$ cat src/rtl/nibble_serial_add_ctrl.sv
// Multi-precision add/subtract sequencer driving one shared 4-bit ripple-carry adder,
// one nibble per clock, least-significant nibble first.
module nibble_serial_add_ctrl #(
  parameter int NIBBLES = 4
) (
  input  logic                 clk,
  input  logic                 rst,
  input  logic                 start,
  input  logic                 op_sub,
  input  logic                 cin,
  input  logic [4*NIBBLES-1:0] a_in,
  input  logic [4*NIBBLES-1:0] b_in,
  output logic                 busy,
  output logic                 done,
  output logic [4*NIBBLES-1:0] result,
  output logic                 cout,
  output logic                 ovf,
  output logic [3:0]           adder_a,
  output logic [3:0]           adder_b,
  output logic                 adder_cin,
  input  logic [3:0]           adder_s,
  input  logic                 adder_cout
);

  localparam int W     = 4 * NIBBLES;
  localparam int IDX_W = (NIBBLES > 1) ? $clog2(NIBBLES) : 1;

  typedef enum logic [1:0] {
    IDLE,
    RUN,
    DONE
  } state_t;

  state_t state, state_next;

  logic [W-1:0]     a_reg;
  logic [W-1:0]     b_reg;
  logic             carry;
  logic [IDX_W-1:0] idx;
  logic             last;

  assign last = (idx == IDX_W'(NIBBLES - 1));

  always_ff @(posedge clk or posedge rst) begin
    if (rst) state <= IDLE;
    else     state <= state_next;
  end

  // The adder inputs are only driven while a nibble is being processed.
  always_comb begin
    state_next = state;
    busy       = 1'b0;
    done       = 1'b0;
    adder_a    = 4'h0;
    adder_b    = 4'h0;
    adder_cin  = 1'b0;
    case (state)
      IDLE: begin
        if (start) state_next = RUN;
      end
      RUN: begin
        busy      = 1'b1;
        adder_a   = a_reg[{idx, 2'b00} +: 4];
        adder_b   = b_reg[{idx, 2'b00} +: 4];
        adder_cin = carry;
        if (last) state_next = DONE;
      end
      DONE: begin
        busy       = 1'b1;
        done       = 1'b1;
        state_next = IDLE;
      end
      default: state_next = IDLE;
    endcase
  end

  // Subtraction is A + ~B + 1: B is stored inverted and the carry seeded with 1.
  always_ff @(posedge clk or posedge rst) begin
    if (rst) begin
      a_reg  <= '0;
      b_reg  <= '0;
      carry  <= 1'b0;
      idx    <= '0;
      result <= '0;
      cout   <= 1'b0;
      ovf    <= 1'b0;
    end else begin
      case (state)
        IDLE: begin
          if (start) begin
            a_reg <= a_in;
            b_reg <= op_sub ? ~b_in : b_in;
            carry <= op_sub | cin;
            idx   <= '0;
          end
        end
        RUN: begin
          for (int n = 0; n < NIBBLES; n++) begin
            if (idx == IDX_W'(n)) result[4*n +: 4] <= adder_s;
          end
          carry <= adder_cout;
          if (last) begin
            cout <= adder_cout;
            ovf  <= (a_reg[W-1] == b_reg[W-1]) && (adder_s[3] != a_reg[W-1]);
          end else begin
            idx <= idx + 1'b1;
          end
        end
        default: ;
      endcase
    end
  end

endmodule

$ cat config.mk
export PLATFORM = sky130hd
export DESIGN_NAME = nibble_serial_add_ctrl
export DESIGN_NICKNAME = d
export VERILOG_FILES = /design/src/rtl/nibble_serial_add_ctrl.sv
export SDC_FILE = /design/constraint.sdc
export NUM_CORES = 1
export LEC_CHECK = 0
export ABC_AREA = 1
export BUFFER_PORTS_ARGS = -buffer_cell sky130_fd_sc_hd__buf_2
export CAP_MARGIN = 20
export CORE_UTILIZATION = 40
export DETAILED_ROUTE_END_ITERATION = 10
export MAX_ROUTING_LAYER = met4
export PLACE_DENSITY = 0.68
export SLEW_MARGIN = 20
export SYNTH_ARGS = -nofsm -noshare
export SYNTH_HDL_FRONTEND = slang
export SYNTH_SLANG_ARGS = --single-unit
$ cat constraint.sdc
create_clock -name clk -period 2.1 [get_ports clk]
set_input_delay 0.63 -clock clk [delete_from_list [all_inputs] [get_ports clk]]
set_output_delay 0.63 -clock clk [all_outputs]
set_load 0.01 [all_outputs]
==> flow_metrics.py, run 1 <==
metrics = {
    "power_and_ir_drop": {
        "seq_power_share": 0.402,
        "peakVddDrop_mv": 0.428,
        "p_int_mw": 2.60,
        "power_density_nw_per_um2": 1370,
        "switchingPower_mw": 1.90,
        "swShare": 0.423,
        "pwr-share-comb": 0.467,
        "power.leakage_nw": 1.71,
        "power_frac_clock": 0.131,
    },
    "sta": {
        "final-hold-violation-count": 0,
        "worst_pin_slew_ns": 0.467,
        "period_share": 0.956,
        "clock_skew_ns": 0.0101,
        "holdWs_ns": 0.354,
        "final.min_clock_period_ns": 2.01,
        "maxSlewViolCount": 0,
        "setup_tns_ns": 0,
        "timing.slew.headroom": 0.689,
        "fmax_mhz": 498,
        "rsz0062_at_grt": "no",
        "setup_viol": 0,
    },
    "yosys": {
        "synth_seq_area_share": 0.495,
        "synth_top_area_cell": "dfrtp_1",
        "synth_edf_count": 0,
        "synth_top_area_frac": 0.495,
        "yosysMostFrequentCell": "nand2_1",
        "ys_warn_count": 0,
        "synthTopCellsByArea": "dfrtp_1 (50%), nand2_1 (13%), inv_1 (6.1%)",
        "syn_inst": 329,
        "synth_seq_cells": 55,
        "ys.flop_type": "dfrtp_1",
        "synth_cell_type_count": 21,
        "synth.net_count": 380,
        "synth_common_cells": "nand2_1 (98), dfrtp_1 (55), inv_1 (45)",
        "synth.avg_cell_area_um2": 8.45,
        "synthesis.area_um2": 2780,
        "async_reset_ff_frac": 1.00,
    },
    "clocking": {
        "clk_pin_slew_ns": 0.10,
        "htree_levels": 2,
        "cts_buffers": 5,
        "cts_tree": "done",
        "clock_latency_ns": 0.31,
        "clockRootBuffer": "clkbuf_8",
        "cts_max_path_buffers": 2,
        "clock-sinks": 55,
        "cts_hold_buf": 0,
    },
    "worst_setup_path": {
        "r2r_slack_ns": 0.39,
        "max_stage_delay_ns": 0.46,
        "arrival_ns": 1.38,
        "path_class": "register to primary output",
        "cp.required_ns": 1.47,
        "ff2ff_path_depth": 7,
        "reg2reg_from": "state[0]$_DFFE_PP0P_",
        "path_cells": "buf_6, nand2_1, nand3_2, a21oi_2, buf_2",
        "critPathSlowestCell": "dfrtp_2",
        "cp.buffers_inverters": 2,
        "cpLargestDelayFamily": "flip-flops",
        "start_kind": "register",
        "worst-path-max-fanout": 10,
        "worstSetupEndpointType": "primary output",
        "rr_endpoint": "carry$_DFFE_PP0P_",
    },
    "drt": {
        "route.detailed.drc": 0,
        "post_drt_wl_per_cell_um": 12.7,
        "routed_wl_um": 6110,
        "ant_nets": 0,
        "drt-initial-drc-count": 141,
        "vias": 2310,
        "via_per_inst": 4.81,
        "firstDrtPassIters": 4,
    },
    "die": {
        "dieWidth_um": 85.4,
        "ios": 71,
        "start_util": 0.411,
        "core_um2": 6760,
        "die_area_um2": 7280,
        "rows": 30,
        "fp.dieH_um": 85.4,
    },
    "place": {
        "io_buffers": 70,
        "dpl_cell_area_um2": 3150,
        "dp_hpwl_um": 4260,
        "gp_congestion": 0.789,
        "dp.cells": 471,
    },
    "finish": {
        "fin_cells": 480,
        "diodes": 0,
        "fin_area_um2": 3290,
        "drive_gt1_frac": 0.250,
        "area_delta_synth_final_pct": 18.6,
        "nets": 450,
    },
    "grt": {
        "grt_max_degree": 56,
        "grt_pass1_wl_um": 10300,
        "antenna_found_initial": 0,
        "grt_pass1_vias": 2188,
        "grt_usage": 0.187,
        "grt_overflow_total": 0,
    },
    "outcome": {
        "outcome": "complete, no violations",
    },
    "min_path": {
        "hold_class": "input port to asynchronous set/reset pin",
    },
    "job": {
        "drv_cap": 0,
    },
}
[per-layer routing]
layer	global-route usage	up-vias	share of wire
met4	0.0818	0	0.023
met5	-	-	0
met2	0.304	62	0.48
met1	0.231	1072	0.45
met3	0.0321	11	0.040
li1	-	1165	-
[worst min-delay path, stage by stage]
cell and delay, ns:
buf_2 0.10, inv_2 0.06, buf_12 0.28
[timing repair]
action / in CTS / in global routing
setup buffers: 0 / 1
pin swaps: 0 / 2
setup endpoints to repair: 8 / 8
resized for setup: 2 / 12
[worst max-delay path by stage]
stage	start	cells after the start	to
after floorplan	rst	1	a_reg[0]$_DFFE_PP0P_
after detailed placement	state[1]$_DFFE_PP0P_	5	adder_a[2]
after global placement	state[1]$_DFFE_PP0P_	5	adder_a[1]
after CTS	state[1]$_DFFE_PP0P_	5	adder_a[2]
after global routing	idx[0]$_DFFE_PP0P_	5	adder_a[2]
final	idx[0]$_DFFE_PP0P_	5	adder_b[2]
[stage by stage]
stage / utilization / setup WS, ns / power (mW)
detailed placement: 0.466 / 0.293 / 3.83
global placement: 0.466 / 0.323 / 3.78
floorplan: - / 0.127 / 3.27
finish: 0.488 / 0.0931 / 4.50
global route: 0.488 / 0.00380 / 4.93
CTS: 0.479 / 0.00958 / 4.43
[final cells by class]
| type | count | area (um^2) |
|---|---|---|
| Clock buffer | 5 | 68.8 |
| Timing Repair Buffer | 76 | 415 |
| Fill cell | 679 | 3460 |
| Sequential cell | 55 | 1380 |
| Multi-Input combinational cell | 212 | 1110 |
| Clock inverter | 3 | 20.0 |
| Inverter | 49 | 200 |
| Tap cell | 80 | 100 |
[layout by cell type (no fill, tap or decap), drive strengths merged]
cell type / Yosys / final
a21oi: 9 / 9
buf: 13 / 76
clkbuf: 0 / 5
clkinv: 2 / 2
clkinvlp: 0 / 3
dfrtp: 55 / 55
ha: 9 / 9
inv: 47 / 47
nand2: 99 / 99
nand3: 20 / 20
nor2: 3 / 3
o211ai: 1 / 1
o21ai: 55 / 55
xnor2: 16 / 16
[cell families (layout without fill, tap and decap cells)]
family	after synthesis	count (layout)	synth area share
buf+inv	62	133	0.118
flops	55	55	0.495
compound gates	65	65	0.119
xor+xnor	16	16	0.0504
simple gates	122	122	0.176
fa+ha+maj	9	9	0.0405
[power groups by stage]
stage	Sequential [mW]	Combinational [mW]	Clock, mW
finish	1.81	2.10	0.591
global route	1.87	2.40	0.659
CTS	1.80	2.03	0.607
detailed placement	1.81	2.02	0
global placement	1.79	1.98	0
floorplan	1.85	1.42	0
Power figures use the tool's default switching activity.
==> run 2: changes to the inputs <==
--- a/config.mk
+++ b/config.mk
@@ -6,7 +6,7 @@
 export NUM_CORES = 1
 export LEC_CHECK = 0
 export ABC_AREA = 1
-export BUFFER_PORTS_ARGS = -buffer_cell sky130_fd_sc_hd__buf_2
+export BUFFER_PORTS_ARGS = -buffer_cell sky130_fd_sc_hd__clkbuf_2
 export CAP_MARGIN = 20
 export CORE_UTILIZATION = 40
 export DETAILED_ROUTE_END_ITERATION = 10
==> run 2 against run 1 <==
Sequential power about the same; global-route usage down 1.2 points; worst hold slack worse by 0.010 ns; register-to-register slack improved by 0.14 ns; worst setup slack worse by 0.051 ns; clock skew increased by 0.0023 ns.
==> flow_metrics.py, run 2 (synthesis gave the netlist of run 1 again) <==
metrics = {
    "worst_setup_path": {
        "start_kind": "register",
        "worstSetupEndpointType": "primary output",
        "cp.required_ns": 1.47,
        "path_class": "register to primary output",
        "worst-path-max-fanout": 10,
        "ff2ff_path_depth": 6,
        "arrival_ns": 1.43,
    },
    "sta": {
        "final-hold-violation-count": 0,
        "clock_skew_ns": 0.0124,
        "worst_pin_slew_ns": 0.535,
        "final.min_clock_period_ns": 2.06,
        "period_share": 0.980,
        "setup_viol": 0,
        "fmax_mhz": 486,
        "fin_ws_ns": 0.0420,
        "timing.slew.headroom": 0.643,
        "maxSlewViolCount": 0,
        "holdWs_ns": 0.344,
        "setup_tns_ns": 0,
    },
    "clocking": {
        "clock-sinks": 55,
        "cts_max_path_buffers": 2,
        "clk_pin_slew_ns": 0.10,
        "htree_levels": 2,
        "cts_buffers": 5,
        "cts_tree": "done",
        "cts_setup_buffers": 0,
        "clock_latency_ns": 0.31,
        "clockRootBuffer": "clkbuf_8",
    },
    "finish": {
        "area_delta_synth_final_pct": 17.9,
        "final_common_cell": "nand2_1",
        "drive_gt1_frac": 0.236,
        "fin_cells": 479,
        "fin_area_um2": 3280,
        "final_util": 0.485,
        "nets": 449,
        "layout_common_cells": "nand2_1 (98), clkbuf_2 (70), dfrtp_1 (54)",
        "diodes": 0,
    },
    "die": {
        "die_area_um2": 7280,
        "ios": 71,
        "fp.dieH_um": 85.4,
        "core_um2": 6760,
        "start_util": 0.411,
        "rows": 30,
        "dieWidth_um": 85.4,
    },
    "power_and_ir_drop": {
        "switchingPower_mw": 1.85,
        "power_frac_clock": 0.138,
        "seq_power_share": 0.403,
        "p_int_mw": 2.62,
        "pwr-share-comb": 0.459,
        "power.leakage_nw": 1.72,
        "power_mw": 4.46,
        "peakVddDrop_mv": 0.440,
        "swShare": 0.414,
        "power_density_nw_per_um2": 1360,
    },
    "place": {
        "dp.cells": 471,
        "gp_congestion": 0.819,
        "io_buffers": 70,
        "dp_hpwl_um": 4080,
        "dpl_cell_area_um2": 3150,
        "pre_cts_ws_ns": 0.259,
    },
    "grt": {
        "grt_overflow_total": 0,
        "antenna_found_initial": 0,
        "grt_usage": 0.175,
        "grt_pass1_vias": 2180,
        "grt_max_degree": 56,
        "grt_pass1_wl_um": 9790,
    },
    "drt": {
        "via_per_inst": 4.64,
        "ant_nets": 0,
        "vias": 2222,
        "routed_wl_um": 5790,
        "firstDrtPassIters": 4,
        "route.detailed.drc": 0,
        "drt-initial-drc-count": 131,
        "post_drt_wl_per_cell_um": 12.1,
    },
    "outcome": {
        "outcome": "complete, no violations",
    },
    "job": {
        "drv_cap": 0,
    },
    "min_path": {
        "hold_class": "input port to asynchronous set/reset pin",
    },
}
run 2: cell count changes in the layout (fill, tap and decap cells not counted):
| cell | change |
|---|---|
| buf_4 | -1 |
| nand3_2 | -2 |
| clkbuf_8 | +1 |
| clkinv_2 | -1 |
| nand3_1 | +2 |
| a21oi_1 | +1 |
| clkbuf_2 | +70 |
| clkinvlp_4 | -3 |
| clkinv_4 | +1 |
| buf_2 | -70 |
| clkbuf_1 | +1 |
| clkinv_1 | +1 |
| a21oi_2 | -1 |
run 2: worst paths after layout:
path	start	to	slack, ns
worst max register to register	idx[0]$_DFFE_PP0P_	idx[1]$_DFFE_PP0P_	0.53
worst min register to register	result[5]$_DFFE_PP0P_	result[5]$_DFFE_PP0P_	0.49
worst max-delay path	idx[0]$_DFFE_PP0P_	adder_b[1]	0.04
max in group asynchronous	rst	idx[0]$_DFFE_PP0P_	1.50
min in group clk	result[5]$_DFFE_PP0P_	result[5]$_DFFE_PP0P_	0.49
worst min-delay path	rst	a_reg[11]$_DFFE_PP0P_	0.34
run 2: layer usage:
metal | GRT usage | up-vias | part of all wire
met1 | 0.214 | 998 | 0.47
met4 | 0.0500 | 0 | 0.012
met2 | 0.300 | 52 | 0.48
met5 | - | - | 0
li1 | - | 1165 | -
met3 | 0.0292 | 7 | 0.039
run 2: power by group through the flow:
stage          sequential [mW]  combinational (mW)  clock, mW
6_report                  1.80                2.05      0.616
5_1_grt                   1.86                2.36      0.681
4_1_cts                   1.79                2.03      0.637
3_5_place_dp              1.81                2.02          0
3_3_place_gp              1.80                1.98          0
2_1_floorplan             1.85                1.42          0
run 2: cell type report:
type	instances	area (um^2)
clock buffers	7	86.3
well taps	80	100
inverters	49	196
repair buffers	75	408
clock inverters	1	8.76
flip-flops and latches	55	1380
multi-input cells	212	1100
fillers	671	3480
run 2: repair_timing:
| item | CTS | global route |
|---|---|---|
| pin swaps | 0 | 0 |
| hold buffers | 0 | 0 |
| setup endpoints to repair | 8 | 8 |
| gates resized for setup | 2 | 8 |
run 2: critical path: stages (launching register included):
cell      delay [ns]
dfrtp_2         0.46
buf_6           0.16
nand2_1         0.07
nand3_1         0.10
a21oi_2         0.18
clkbuf_2        0.15
==> run 3: changes to the inputs <==
--- a/config.mk
+++ b/config.mk
@@ -8,10 +8,10 @@
 export ABC_AREA = 1
 export BUFFER_PORTS_ARGS = -buffer_cell sky130_fd_sc_hd__clkbuf_2
 export CAP_MARGIN = 20
-export CORE_UTILIZATION = 40
+export CORE_UTILIZATION = 35
 export DETAILED_ROUTE_END_ITERATION = 10
 export MAX_ROUTING_LAYER = met4
-export PLACE_DENSITY = 0.68
+export PLACE_DENSITY = 0.62
 export SLEW_MARGIN = 20
 export SYNTH_ARGS = -nofsm -noshare
 export SYNTH_HDL_FRONTEND = slang
==> run 3 against run 2 <==
Maximum frequency up 1.2%; cell count is 4.6% higher; via count increased by 0.59%; utilization shrank 4.9 points; sequential power is essentially flat.
==> flow_metrics.py, run 3 (synthesis gave the netlist of run 1 again) <==
metrics = {
    "clocking": {
        "clockRootBuffer": "clkbuf_8",
        "cts_setup_buffers": 0,
        "cts_tree": "done",
        "clk_pin_slew_ns": 0.10,
        "cts_max_path_buffers": 2,
        "htree_levels": 2,
        "cts_buffers": 5,
        "cts_hold_buf": 0,
        "clock-sinks": 55,
        "post_cts_resize_count": 5,
        "clock_latency_ns": 0.31,
    },
    "finish": {
        "nets": 449,
        "fin_area_um2": 3350,
        "final_common_cell": "nand2_1",
        "area_delta_synth_final_pct": 20.5,
        "diodes": 0,
        "fin_cells": 501,
        "drive_gt1_frac": 0.243,
        "layout_common_cells": "nand2_1 (98), clkbuf_2 (70), dfrtp_1 (54)",
        "nFillCells": 820,
    },
    "place": {
        "dp.cells": 493,
        "dp_hpwl_um": 4310,
        "io_buffers": 70,
        "gp_congestion": 0.830,
        "dpl_cell_area_um2": 3170,
    },
    "worst_setup_path": {
        "worstSetupEndpointType": "primary output",
        "path_cells": "buf_6, nand2_1, nand3_1, a21oi_1, clkbuf_2",
        "critPathSlowestCell": "dfrtp_2",
        "cp.required_ns": 1.47,
        "arrival_ns": 1.40,
        "worst-path-max-fanout": 10,
        "start_kind": "register",
        "ff2ff_path_depth": 6,
        "path_class": "register to primary output",
        "max_stage_delay_ns": 0.46,
    },
    "outcome": {
        "outcome": "complete, no violations",
    },
    "power_and_ir_drop": {
        "swShare": 0.398,
        "power.leakage_nw": 1.74,
        "p_int_mw": 2.82,
        "peakVddDrop_mv": 0.413,
        "power_density_nw_per_um2": 1400,
        "power_frac_clock": 0.174,
        "seq_power_share": 0.386,
        "pwr-share-comb": 0.440,
        "switchingPower_mw": 1.87,
    },
    "drt": {
        "vias": 2235,
        "drt-initial-drc-count": 70,
        "firstDrtPassIters": 4,
        "via_per_inst": 4.46,
        "routed_wl_um": 5930,
        "post_drt_wl_per_cell_um": 11.8,
        "ant_nets": 0,
        "route.detailed.drc": 0,
    },
    "grt": {
        "grt_pass1_wl_um": 9920,
        "antenna_found_initial": 0,
        "grt_usage": 0.154,
        "grt_pass1_vias": 2146,
        "grt_overflow_total": 0,
        "grt_max_degree": 36,
    },
    "job": {
        "drv_cap": 0,
    },
    "sta": {
        "setup_viol": 0,
        "period_share": 0.969,
        "clock_skew_ns": 0.00735,
        "final-hold-violation-count": 0,
        "maxSlewViolCount": 0,
        "timing.slew.headroom": 0.652,
        "final.min_clock_period_ns": 2.03,
        "fmax_mhz": 492,
        "worst_pin_slew_ns": 0.522,
    },
    "die": {
        "rows": 32,
        "start_util": 0.361,
        "core_um2": 7690,
        "die_area_um2": 8300,
        "fp.dieH_um": 91.1,
        "dieWidth_um": 91.1,
        "ios": 71,
    },
    "min_path": {
        "hold_class": "input port to asynchronous set/reset pin",
    },
}
==> run 3: final timing paths <==
check / startpoint / to / slack, ns
setup reg to reg: idx[0]$_DFFE_PP0P_ / idx[1]$_DFFE_PP0P_ / 0.48
min in group clk: result[2]$_DFFE_PP0P_ / result[2]$_DFFE_PP0P_ / 0.49
max in group asynchronous: rst / idx[0]$_DFFE_PP0P_ / 1.24
hold reg to reg: result[2]$_DFFE_PP0P_ / result[2]$_DFFE_PP0P_ / 0.49
setup / recovery: idx[0]$_DFFE_PP0P_ / adder_a[0] / 0.07
hold / removal: rst / result[3]$_DFFE_PP0P_ / 0.30
==> run 3: cell type report <==
class	instances	area [um^2]	share of cell area
flip-flops and latches	55	1380	0.411
multi-input cells	212	1110	0.330
clock inverters	2	60.1	0.0179
inverters	49	200	0.0598
clock buffers	6	72.6	0.0217
well taps	102	128	0.0381
repair buffers	75	404	0.121
==> run 3: power groups by stage <==
stage / Clock, mW / Combinational, mW / Sequential [mW]
2_1_floorplan: 0 / 1.42 / 1.85
3_3_place_gp: 0 / 1.99 / 1.80
3_5_place_dp: 0 / 2.02 / 1.82
4_1_cts: 0.846 / 2.05 / 1.80
5_1_grt: 0.882 / 2.38 / 1.88
6_report: 0.818 / 2.06 / 1.81
==> run 3: critical path, delay by kind of cell, from the launching register on <==
| kind | cells | cell delay (ns) |
|---|---|---|
| compound gates | 1 | 0.18 |
| buf+inv | 2 | 0.31 |
| flops | 1 | 0.46 |
| simple gates | 2 | 0.14 |
==> run 3: metrics by stage <==
step            TNS, ns  power [mW]   util  worst slack, ns  hold slack (ns)
2_1_floorplan         0        3.27      -            0.127            0.453
3_3_place_gp          0        3.79  0.413            0.280            0.466
3_5_place_dp          0        3.84  0.413            0.242            0.472
4_1_cts               0        4.70  0.431           0.0152            0.318
5_1_grt        -0.00397        5.15  0.436         -0.00397            0.348
6_report              0        4.69  0.436           0.0657            0.304
==> run 3: layer usage <==
| layer | part of all wire | GRT usage |
|---|---|---|
| met5 | 0 | - |
| met4 | 0.012 | 0.0437 |
| met3 | 0.041 | 0.0260 |
| met2 | 0.48 | 0.244 |
| met1 | 0.46 | 0.204 |
